$ cat src/rtl/id_ex_if.sv
// id_ex_if: ID/EX stage bus grouping ID inputs, stage controls, forwarding sources and the EX-side outputs.
// master: ID/control side (drives id_*, stall, flush, mem_*, wb_*); slave: the ID/EX stage.
interface id_ex_if #(parameter int DW = 32, parameter int RW = 5);
  logic          stall, flush, id_valid;
  logic [DW-1:0] id_rs_data, id_rt_data, id_imm;
  logic [4:0]    id_shamt;
  logic [RW-1:0] id_rs, id_rt, id_rd_dst;
  logic [3:0]    id_alu_ctrl;
  logic          id_alusrc_b, id_shift_src;
  logic          id_reg_write, id_mem_read, id_mem_write, id_mem_to_reg;
  logic          mem_reg_write, wb_reg_write;
  logic [RW-1:0] mem_rd, wb_rd;
  logic [DW-1:0] mem_result, wb_result;
  logic [DW-1:0] SrcA, SrcB, ex_store_data;
  logic [3:0]    ALUControl;
  logic          ex_valid, ex_reg_write, ex_mem_read, ex_mem_write, ex_mem_to_reg;
  logic [RW-1:0] ex_rd, ex_rs, ex_rt;
  logic          load_use_hazard;
  modport master (
    output stall, flush, id_valid, id_rs_data, id_rt_data, id_imm, id_shamt,
           id_rs, id_rt, id_rd_dst, id_alu_ctrl, id_alusrc_b, id_shift_src,
           id_reg_write, id_mem_read, id_mem_write, id_mem_to_reg,
           mem_reg_write, mem_rd, mem_result, wb_reg_write, wb_rd, wb_result,
    input  SrcA, SrcB, ALUControl, ex_store_data, ex_valid, ex_reg_write,
           ex_mem_read, ex_mem_write, ex_mem_to_reg, ex_rd, ex_rs, ex_rt, load_use_hazard
  );
  modport slave (
    input  stall, flush, id_valid, id_rs_data, id_rt_data, id_imm, id_shamt,
           id_rs, id_rt, id_rd_dst, id_alu_ctrl, id_alusrc_b, id_shift_src,
           id_reg_write, id_mem_read, id_mem_write, id_mem_to_reg,
           mem_reg_write, mem_rd, mem_result, wb_reg_write, wb_rd, wb_result,
    output SrcA, SrcB, ALUControl, ex_store_data, ex_valid, ex_reg_write,
           ex_mem_read, ex_mem_write, ex_mem_to_reg, ex_rd, ex_rs, ex_rt, load_use_hazard
  );
endinterface

$ cat src/rtl/id_ex_stage.sv
// id_ex_stage: ID/EX pipeline register feeding the ALU, with stall hold, flush/load-use bubbles and operand forwarding.
// Ports: clk, reset (async, active-high), bus (id_ex_if.slave: ID inputs, stall/flush, EX/MEM + MEM/WB forward sources, ALU operands and EX controls).
// IDEX_FORWARD_EN: when defined, EX/MEM and MEM/WB forwarding is enabled; otherwise register-file data is used
// directly and the load-use hazard widens to any register-writing instruction in EX.
module id_ex_stage #(parameter int DW = 32, parameter int RW = 5) (
  input logic clk,
  input logic reset,
  id_ex_if.slave bus
);
  typedef struct packed {
    logic          valid, reg_write, mem_read, mem_write, mem_to_reg, alusrc_b, shift_src;
    logic [3:0]    alu_ctrl;
    logic [DW-1:0] rs_data, rt_data, imm;
    logic [4:0]    shamt;
    logic [RW-1:0] rs, rt, rd;
  } ex_t;
  ex_t st_d, st_q;
  logic          src_match, hazard;
  logic [DW-1:0] fwd_a, fwd_b;
  assign src_match = (st_q.rd == bus.id_rs) | (st_q.rd == bus.id_rt);
`ifdef IDEX_FORWARD_EN
  assign hazard = st_q.valid & st_q.mem_read & (st_q.rd != '0) & bus.id_valid & src_match;
  assign fwd_a = (bus.mem_reg_write && bus.mem_rd != '0 && bus.mem_rd == st_q.rs) ? bus.mem_result :
                 (bus.wb_reg_write && bus.wb_rd != '0 && bus.wb_rd == st_q.rs) ? bus.wb_result : st_q.rs_data;
  assign fwd_b = (bus.mem_reg_write && bus.mem_rd != '0 && bus.mem_rd == st_q.rt) ? bus.mem_result :
                 (bus.wb_reg_write && bus.wb_rd != '0 && bus.wb_rd == st_q.rt) ? bus.wb_result : st_q.rt_data;
`else
  // Without forwarding every pending register write in EX must drain before a dependent instruction enters.
  assign hazard = st_q.valid & (st_q.reg_write | st_q.mem_read) & (st_q.rd != '0) & bus.id_valid & src_match;
  assign fwd_a = st_q.rs_data;
  assign fwd_b = st_q.rt_data;
  logic unused_fwd;
  assign unused_fwd = ^{bus.mem_reg_write, bus.mem_rd, bus.mem_result, bus.wb_reg_write, bus.wb_rd, bus.wb_result};
`endif
  always_comb begin
    st_d = st_q;
    if (bus.flush || (!bus.stall && hazard)) begin
      // A bubble clears only the controls; data and specifiers keep their old values.
      st_d.valid      = 1'b0;
      st_d.reg_write  = 1'b0;
      st_d.mem_read   = 1'b0;
      st_d.mem_write  = 1'b0;
      st_d.mem_to_reg = 1'b0;
      st_d.alu_ctrl   = 4'b0000;
    end else if (!bus.stall) begin
      st_d.valid      = bus.id_valid;
      st_d.reg_write  = bus.id_reg_write;
      st_d.mem_read   = bus.id_mem_read;
      st_d.mem_write  = bus.id_mem_write;
      st_d.mem_to_reg = bus.id_mem_to_reg;
      st_d.alusrc_b   = bus.id_alusrc_b;
      st_d.shift_src  = bus.id_shift_src;
      st_d.alu_ctrl   = bus.id_alu_ctrl;
      st_d.rs_data    = bus.id_rs_data;
      st_d.rt_data    = bus.id_rt_data;
      st_d.imm        = bus.id_imm;
      st_d.shamt      = bus.id_shamt;
      st_d.rs         = bus.id_rs;
      st_d.rt         = bus.id_rt;
      st_d.rd         = bus.id_rd_dst;
    end
  end
  always_ff @(posedge clk or posedge reset)
    if (reset) st_q <= '0;
    else st_q <= st_d;
  assign bus.SrcA            = st_q.shift_src ? {{(DW-5){1'b0}}, st_q.shamt} : fwd_a;
  assign bus.SrcB            = st_q.alusrc_b ? st_q.imm : fwd_b;
  assign bus.ex_store_data   = fwd_b;
  assign bus.ALUControl      = st_q.alu_ctrl;
  assign bus.ex_valid        = st_q.valid;
  assign bus.ex_reg_write    = st_q.reg_write;
  assign bus.ex_mem_read     = st_q.mem_read;
  assign bus.ex_mem_write    = st_q.mem_write;
  assign bus.ex_mem_to_reg   = st_q.mem_to_reg;
  assign bus.ex_rd           = st_q.rd;
  assign bus.ex_rs           = st_q.rs;
  assign bus.ex_rt           = st_q.rt;
  assign bus.load_use_hazard = hazard;
endmodule

$ cat src/flat_wrapper.sv
// flat-port wrapper written by rule: the top's interface ports become plain ports
module id_ex_stage_flat 
#(parameter int DW = 32, parameter int RW = 5)
  (clk, reset, bus_stall, bus_flush, bus_id_valid, bus_id_rs_data, bus_id_rt_data, bus_id_imm, bus_id_shamt, bus_id_rs, bus_id_rt, bus_id_rd_dst, bus_id_alu_ctrl, bus_id_alusrc_b, bus_id_shift_src, bus_id_reg_write, bus_id_mem_read, bus_id_mem_write, bus_id_mem_to_reg, bus_mem_reg_write, bus_mem_rd, bus_mem_result, bus_wb_reg_write, bus_wb_rd, bus_wb_result, bus_SrcA, bus_SrcB, bus_ALUControl, bus_ex_store_data, bus_ex_valid, bus_ex_reg_write, bus_ex_mem_read, bus_ex_mem_write, bus_ex_mem_to_reg, bus_ex_rd, bus_ex_rs, bus_ex_rt, bus_load_use_hazard);
  id_ex_if #(.DW(DW), .RW(RW)) bus_i ();
  input logic clk;
  input logic reset;
  input wire logic [$bits(bus_i.stall)-1:0] bus_stall;
  input wire logic [$bits(bus_i.flush)-1:0] bus_flush;
  input wire logic [$bits(bus_i.id_valid)-1:0] bus_id_valid;
  input wire logic [$bits(bus_i.id_rs_data)-1:0] bus_id_rs_data;
  input wire logic [$bits(bus_i.id_rt_data)-1:0] bus_id_rt_data;
  input wire logic [$bits(bus_i.id_imm)-1:0] bus_id_imm;
  input wire logic [$bits(bus_i.id_shamt)-1:0] bus_id_shamt;
  input wire logic [$bits(bus_i.id_rs)-1:0] bus_id_rs;
  input wire logic [$bits(bus_i.id_rt)-1:0] bus_id_rt;
  input wire logic [$bits(bus_i.id_rd_dst)-1:0] bus_id_rd_dst;
  input wire logic [$bits(bus_i.id_alu_ctrl)-1:0] bus_id_alu_ctrl;
  input wire logic [$bits(bus_i.id_alusrc_b)-1:0] bus_id_alusrc_b;
  input wire logic [$bits(bus_i.id_shift_src)-1:0] bus_id_shift_src;
  input wire logic [$bits(bus_i.id_reg_write)-1:0] bus_id_reg_write;
  input wire logic [$bits(bus_i.id_mem_read)-1:0] bus_id_mem_read;
  input wire logic [$bits(bus_i.id_mem_write)-1:0] bus_id_mem_write;
  input wire logic [$bits(bus_i.id_mem_to_reg)-1:0] bus_id_mem_to_reg;
  input wire logic [$bits(bus_i.mem_reg_write)-1:0] bus_mem_reg_write;
  input wire logic [$bits(bus_i.mem_rd)-1:0] bus_mem_rd;
  input wire logic [$bits(bus_i.mem_result)-1:0] bus_mem_result;
  input wire logic [$bits(bus_i.wb_reg_write)-1:0] bus_wb_reg_write;
  input wire logic [$bits(bus_i.wb_rd)-1:0] bus_wb_rd;
  input wire logic [$bits(bus_i.wb_result)-1:0] bus_wb_result;
  output wire logic [$bits(bus_i.SrcA)-1:0] bus_SrcA;
  output wire logic [$bits(bus_i.SrcB)-1:0] bus_SrcB;
  output wire logic [$bits(bus_i.ALUControl)-1:0] bus_ALUControl;
  output wire logic [$bits(bus_i.ex_store_data)-1:0] bus_ex_store_data;
  output wire logic [$bits(bus_i.ex_valid)-1:0] bus_ex_valid;
  output wire logic [$bits(bus_i.ex_reg_write)-1:0] bus_ex_reg_write;
  output wire logic [$bits(bus_i.ex_mem_read)-1:0] bus_ex_mem_read;
  output wire logic [$bits(bus_i.ex_mem_write)-1:0] bus_ex_mem_write;
  output wire logic [$bits(bus_i.ex_mem_to_reg)-1:0] bus_ex_mem_to_reg;
  output wire logic [$bits(bus_i.ex_rd)-1:0] bus_ex_rd;
  output wire logic [$bits(bus_i.ex_rs)-1:0] bus_ex_rs;
  output wire logic [$bits(bus_i.ex_rt)-1:0] bus_ex_rt;
  output wire logic [$bits(bus_i.load_use_hazard)-1:0] bus_load_use_hazard;
  assign bus_i.stall = bus_stall;
  assign bus_i.flush = bus_flush;
  assign bus_i.id_valid = bus_id_valid;
  assign bus_i.id_rs_data = bus_id_rs_data;
  assign bus_i.id_rt_data = bus_id_rt_data;
  assign bus_i.id_imm = bus_id_imm;
  assign bus_i.id_shamt = bus_id_shamt;
  assign bus_i.id_rs = bus_id_rs;
  assign bus_i.id_rt = bus_id_rt;
  assign bus_i.id_rd_dst = bus_id_rd_dst;
  assign bus_i.id_alu_ctrl = bus_id_alu_ctrl;
  assign bus_i.id_alusrc_b = bus_id_alusrc_b;
  assign bus_i.id_shift_src = bus_id_shift_src;
  assign bus_i.id_reg_write = bus_id_reg_write;
  assign bus_i.id_mem_read = bus_id_mem_read;
  assign bus_i.id_mem_write = bus_id_mem_write;
  assign bus_i.id_mem_to_reg = bus_id_mem_to_reg;
  assign bus_i.mem_reg_write = bus_mem_reg_write;
  assign bus_i.mem_rd = bus_mem_rd;
  assign bus_i.mem_result = bus_mem_result;
  assign bus_i.wb_reg_write = bus_wb_reg_write;
  assign bus_i.wb_rd = bus_wb_rd;
  assign bus_i.wb_result = bus_wb_result;
  assign bus_SrcA = bus_i.SrcA;
  assign bus_SrcB = bus_i.SrcB;
  assign bus_ALUControl = bus_i.ALUControl;
  assign bus_ex_store_data = bus_i.ex_store_data;
  assign bus_ex_valid = bus_i.ex_valid;
  assign bus_ex_reg_write = bus_i.ex_reg_write;
  assign bus_ex_mem_read = bus_i.ex_mem_read;
  assign bus_ex_mem_write = bus_i.ex_mem_write;
  assign bus_ex_mem_to_reg = bus_i.ex_mem_to_reg;
  assign bus_ex_rd = bus_i.ex_rd;
  assign bus_ex_rs = bus_i.ex_rs;
  assign bus_ex_rt = bus_i.ex_rt;
  assign bus_load_use_hazard = bus_i.load_use_hazard;
  id_ex_stage #(.DW(DW), .RW(RW)) u_core (.clk(clk), .reset(reset), .bus(bus_i));
endmodule
$ cat config.mk
export PLATFORM = sky130hd
export DESIGN_NAME = id_ex_stage_flat
export DESIGN_NICKNAME = d
export VERILOG_FILES = /design/src/rtl/id_ex_if.sv /design/src/rtl/id_ex_stage.sv /design/src/flat_wrapper.sv
export SDC_FILE = /design/constraint.sdc
export NUM_CORES = 1
export LEC_CHECK = 0
export CAP_MARGIN = 20
export CORE_MARGIN = 4
export CORE_UTILIZATION = 42
export CTS_CLUSTER_DIAMETER = 60
export CTS_CLUSTER_SIZE = 16
export DETAILED_ROUTE_END_ITERATION = 10
export HOLD_SLACK_MARGIN = 0.03
export PLACE_DENSITY_LB_ADDON = 0.05
export SYNTH_ARGS = -nofsm -noshare
export SYNTH_HDL_FRONTEND = slang
export SYNTH_SLANG_ARGS = --single-unit
$ cat constraint.sdc
create_clock -name clk -period 7.9 [get_ports clk]
set_clock_uncertainty 0.2 [all_clocks]
set_input_delay 1.58 -clock clk [delete_from_list [all_inputs] [get_ports clk]]
set_output_delay 1.58 -clock clk [all_outputs]
set_load 0.02 [all_outputs]
======== Word level (Yosys, flattened, before mapping) ========
Cells that the tools add are included.
W data, S select, Z words.
word-level totals
  bits in registers ....................... 127
  output and inout port bits .............. 121
cells by class
  equal/unequal tests ..................... 3
  muxes and demuxes ....................... 5
  bitwise gates (word level) .............. 8
  reduce and logical (&&, ||, !) cells .... 5
operator list
  cell                  count
  $mux W127             1
  $mux W32              2
  $eq A5 B5 Y1          2
  $mux W5               1
  $reduce_bool A5 Y1    1
  $and A1 B1 Y1         4
  $mux W4               1
  $ne A2 B1 Y1 const B  1
  $not A1 Y1            2
  $or A1 B1 Y1          2
  $reduce_and A2 Y1     1
  $logic_and A1 B1 Y1   1
  $logic_not A1 Y1      1
  $logic_or A1 B1 Y1    1

======== Longest topological paths before layout ========
  word-level depth ........................ 9
  depth in mapped cells ................... 8
  depth with buffers taken out ............ 6

======== Worst setup path after synthesis ========
No wires, ideal clock.
  path type ............................... input to output
  start point ............................. in bus_id_rs[4]
  end point ............................... out bus_load_use_hazard
  arrival ................................. 2.337 ns
  required time ........................... 6.120 ns
  slack ................................... 3.783 ns
  stages on the path ...................... 5
  cells stage by stage .................... xnor2_1 > nand3_1 > o22ai_1 > nand2_1 > inv_1
between the ends
  longest elaborated chain between the ends .. 3
RTL lines
  what             line                RTL
  start, declared  flat_wrapper.sv:15  input wire logic [$bits(bus_i.id_rs)-1:0] bus_id_rs;
  $eq A5 B5 Y1     id_ex_stage.sv:20   assign src_match = (st_q.rd == bus.id_rs) | (st_q.rd == bus.id_rt);
  $or A1 B1 Y1     id_ex_stage.sv:20
  $and A1 B1 Y1    id_ex_stage.sv:29   assign hazard = st_q.valid & (st_q.reg_write | st_q.mem_read) & (st_q.rd != '0) & bus.id_valid & src_match;
  end, declared    flat_wrapper.sv:43  output wire logic [$bits(bus_i.load_use_hazard)-1:0] bus_load_use_hazard;
No other way between the ends.

======== Worst setup path after layout ========
Same ends and word-level chain as after synthesis.

==> flow_metrics.py <==
metrics = {
    "pwr": {
        "p_leak_nw": 3.56,
        "max-vdd-ir-drop_mv": 0.136,
        "total_power_mw": 2.10,
        "p_per_area_nw_per_um2": 240,
    },
    "finish": {
        "largest-register": "u_core.st_q",
        "antenna_cells": 0,
        "fin_nets": 828,
        "layout-drive-gt1-share": 0.294,
        "largest_reg_flops": 39,
        "area_growth_pct": 46.6,
    },
    "setup_path": {
        "cp.required_ps": 6120,
        "worst-r2r-cell-count": 5,
        "reg2reg_slack_ps": 5400,
        "worst_path_largest_cell_delay_ps": 620,
        "cp_common_cell": "clkdlybuf4s50_1",
        "slowest_stage": "clkdlybuf4s50_1",
        "rr_endpoint": "u_core.st_q[37]$_DFFE_PP0P_",
        "arrival_ps": 3720,
        "cp_top_family": "buffers and inverters",
        "critPathLaunchType": "input port",
        "crit_path_end_kind": "output port",
        "path_class": "input port to output port",
        "cp_num_buf_inv": 3,
        "worstPathMaxFanout": 9,
        "r2r-start": "u_core.bus.ex_rd[1]$_DFFE_PP0P_",
        "cp_cell_sequence": "clkdlybuf4s50_1 > xnor2_1 > nand3_1 > o22ai_1 > nand2_1 > inv_1 > clkdlybuf4s50_1",
    },
    "clocking": {
        "cts.repair.resized": 0,
        "post-cts-setup-buffers": 0,
        "cts.sinks": 127,
        "cts_root_buffer": "clkbuf_16",
        "cts_buffers": 17,
        "cts_tree": "yes",
        "cts_max_path_buffers": 2,
        "cts-htree-levels": 4,
        "clkTransAtPathRegs_ps": 50,
        "cts_hold_buf": 0,
        "clk_latency_ps": 410,
    },
    "sta": {
        "post-route-period-util": 0.696,
        "setup_tns_ps": 0,
        "rsz0062_at_grt": "false",
        "slew_viol_final": 0,
        "finalCriticalPeriod_ps": 5500,
        "slew_headroom": 0.413,
        "setup_viol": 0,
        "worstMarginPinSlew_ps": 881,
        "hold_viol": 0,
        "fmax_mhz": 182,
        "whs_ps": 289,
    },
    "yosys": {
        "synth_seq_cells": 127,
        "synth_compound_area_frac": 0.0189,
        "syn_area_um2": 5960,
        "synth_cell_type_count": 21,
        "syn_avg_cell_area_um2": 14.3,
        "synth-warning-count": 0,
        "syn_nets": 624,
        "synthAdderAreaFrac": 0,
        "syn_inst": 417,
        "synthXorXnorAreaFrac": 0.0147,
        "synth.area.mux_share": 0.305,
        "ys_seq_area_frac": 0.533,
        "synth_top_family_by_area": "multiplexers",
        "synth-simple-area-share": 0.0372,
    },
    "min_path": {
        "holdPathStages": 1,
        "hp-start": "u_core.bus.ex_mem_write$_DFFE_PP0P_",
        "hold_path.class": "register to register",
        "min_to": "u_core.bus.ex_mem_write$_DFFE_PP0P_",
    },
    "die": {
        "rows": 43,
        "io_pins": 328,
        "dieArea_um2": 16200,
        "chipHeight_um": 127,
        "core_um2": 13900,
        "start_util": 0.429,
        "die_width_um": 127,
    },
    "detailed_routing": {
        "viasPerCell": 4.81,
        "ant_nets": 0,
        "wl_per_cell_um": 17.7,
        "dr.pass1.iters": 4,
        "drt-initial-drc-count": 137,
        "vias": 3888,
        "routed_wl_um": 14300,
        "drc": 0,
    },
    "placement": {
        "hpwlAfterDp_um": 10500,
        "io_buffers": 251,
        "place_congestion": 0.785,
    },
    "global_routing": {
        "track_usage": 0.183,
        "grt_first_pass_wirelength_um": 22900,
        "grt_pass1_vias": 4242,
        "antenna_found_initial": 0,
        "grt_max_degree": 80,
        "grt_overflow_total": 0,
    },
    "run": {
        "cap_violations": 0,
    },
    "outcome": {
        "status": "finished clean",
    },
}
## how the worst max path moves through the flow
stage                             from                                   end  slack [ps]  cells past startpoint
after floorplan                  reset  u_core.bus.ALUControl[0]$_DFFE_PP0P_        2740                      1
after global placement    bus_id_rs[0]                   bus_load_use_hazard        2460                      7
after detailed placement  bus_id_rs[4]                   bus_load_use_hazard        2430                      7
after CTS                 bus_id_rs[4]                   bus_load_use_hazard        2420                      7
after global routing      bus_id_rs[4]                   bus_load_use_hazard        2240                      7
final                     bus_id_rs[4]                   bus_load_use_hazard        2400                      7
## report_power, final
| part | switching (mW) | leakage (nW) | total [mW] | internal [mW] |
|---|---|---|---|---|
| Combinational | 0.278 | 1.82 | 0.649 | 0.371 |
| Clock | 0.252 | 0.235 | 0.650 | 0.397 |
| Sequential | 0.0559 | 1.50 | 0.800 | 0.744 |
| Total | 0.586 | 3.56 | 2.10 | 1.51 |
## cells by family after synthesis
logic type / count (synthesis)
flip-flops: 127
multiplexers: 155
AND/OR/NAND/NOR: 38
XOR/XNOR: 10
AO/OA/AOI/OAI: 13
buffers and inverters: 74
## layout by cell type, fill, tap and decap left out, drive strengths merged, types with 2 or more instances in the layout
cell type	count
a32o	8
buf	6
clkbuf	24
clkdlybuf4s50	251
clkinv	3
dfrtp	127
inv	2
mux2	155
nand2	4
nand3	2
nor2	2
nor2b	28
o22ai	2
xnor2	10
## synth_stat cells
cell	instances	area, um2
xnor2_1	10	87.6
mux2_4	20	300
clkbuf_1	7	26.3
nor3_1	1	5.00
mux2_2	135	1520
inv_1	2	7.51
a21oi_1	1	5.00
nor2b_1	28	175
o22ai_1	2	12.5
nand3_1	2	10.0
a32o_1	8	80.1
a21boi_1	1	7.51
buf_4	60	450
buf_6	2	22.5
buf_1	1	3.75
nand2_1	4	15.0
nor2_1	2	7.51
dfrtp_1	127	3180
o211ai_1	1	7.51
buf_8	2	30.0
or3b_2	1	8.76
## layer usage
metal / global-route usage / vias up / part of all wire
met3: 0.0773 / 25 / 0.094
li1: - / 1807 / -
met2: 0.297 / 154 / 0.49
met4: 0.0776 / 0 / 0.024
met1: 0.213 / 1902 / 0.40
met5: 0 / - / 0
## area by class of cell
cell class	instances	area, um2
fill	1079	5140
sequential	127	3180
timing repair buffer	257	2600
multi-input combinational	216	2250
clock buffer	24	462
tap	180	225
clock inverter	3	15.0
inverter	2	10.0
## per-stage QoR
stage	worst slack, ps	area [um2]	cells	utilization
after floorplan	2740	5960	417	-
after global placement	2460	8210	780	0.591
after detailed placement	2430	8210	780	0.591
after CTS	2420	8690	807	0.626
after global routing	2240	8740	809	0.630
final	2400	8740	809	0.630
Note: power is estimated with default switching activity, not from simulation.
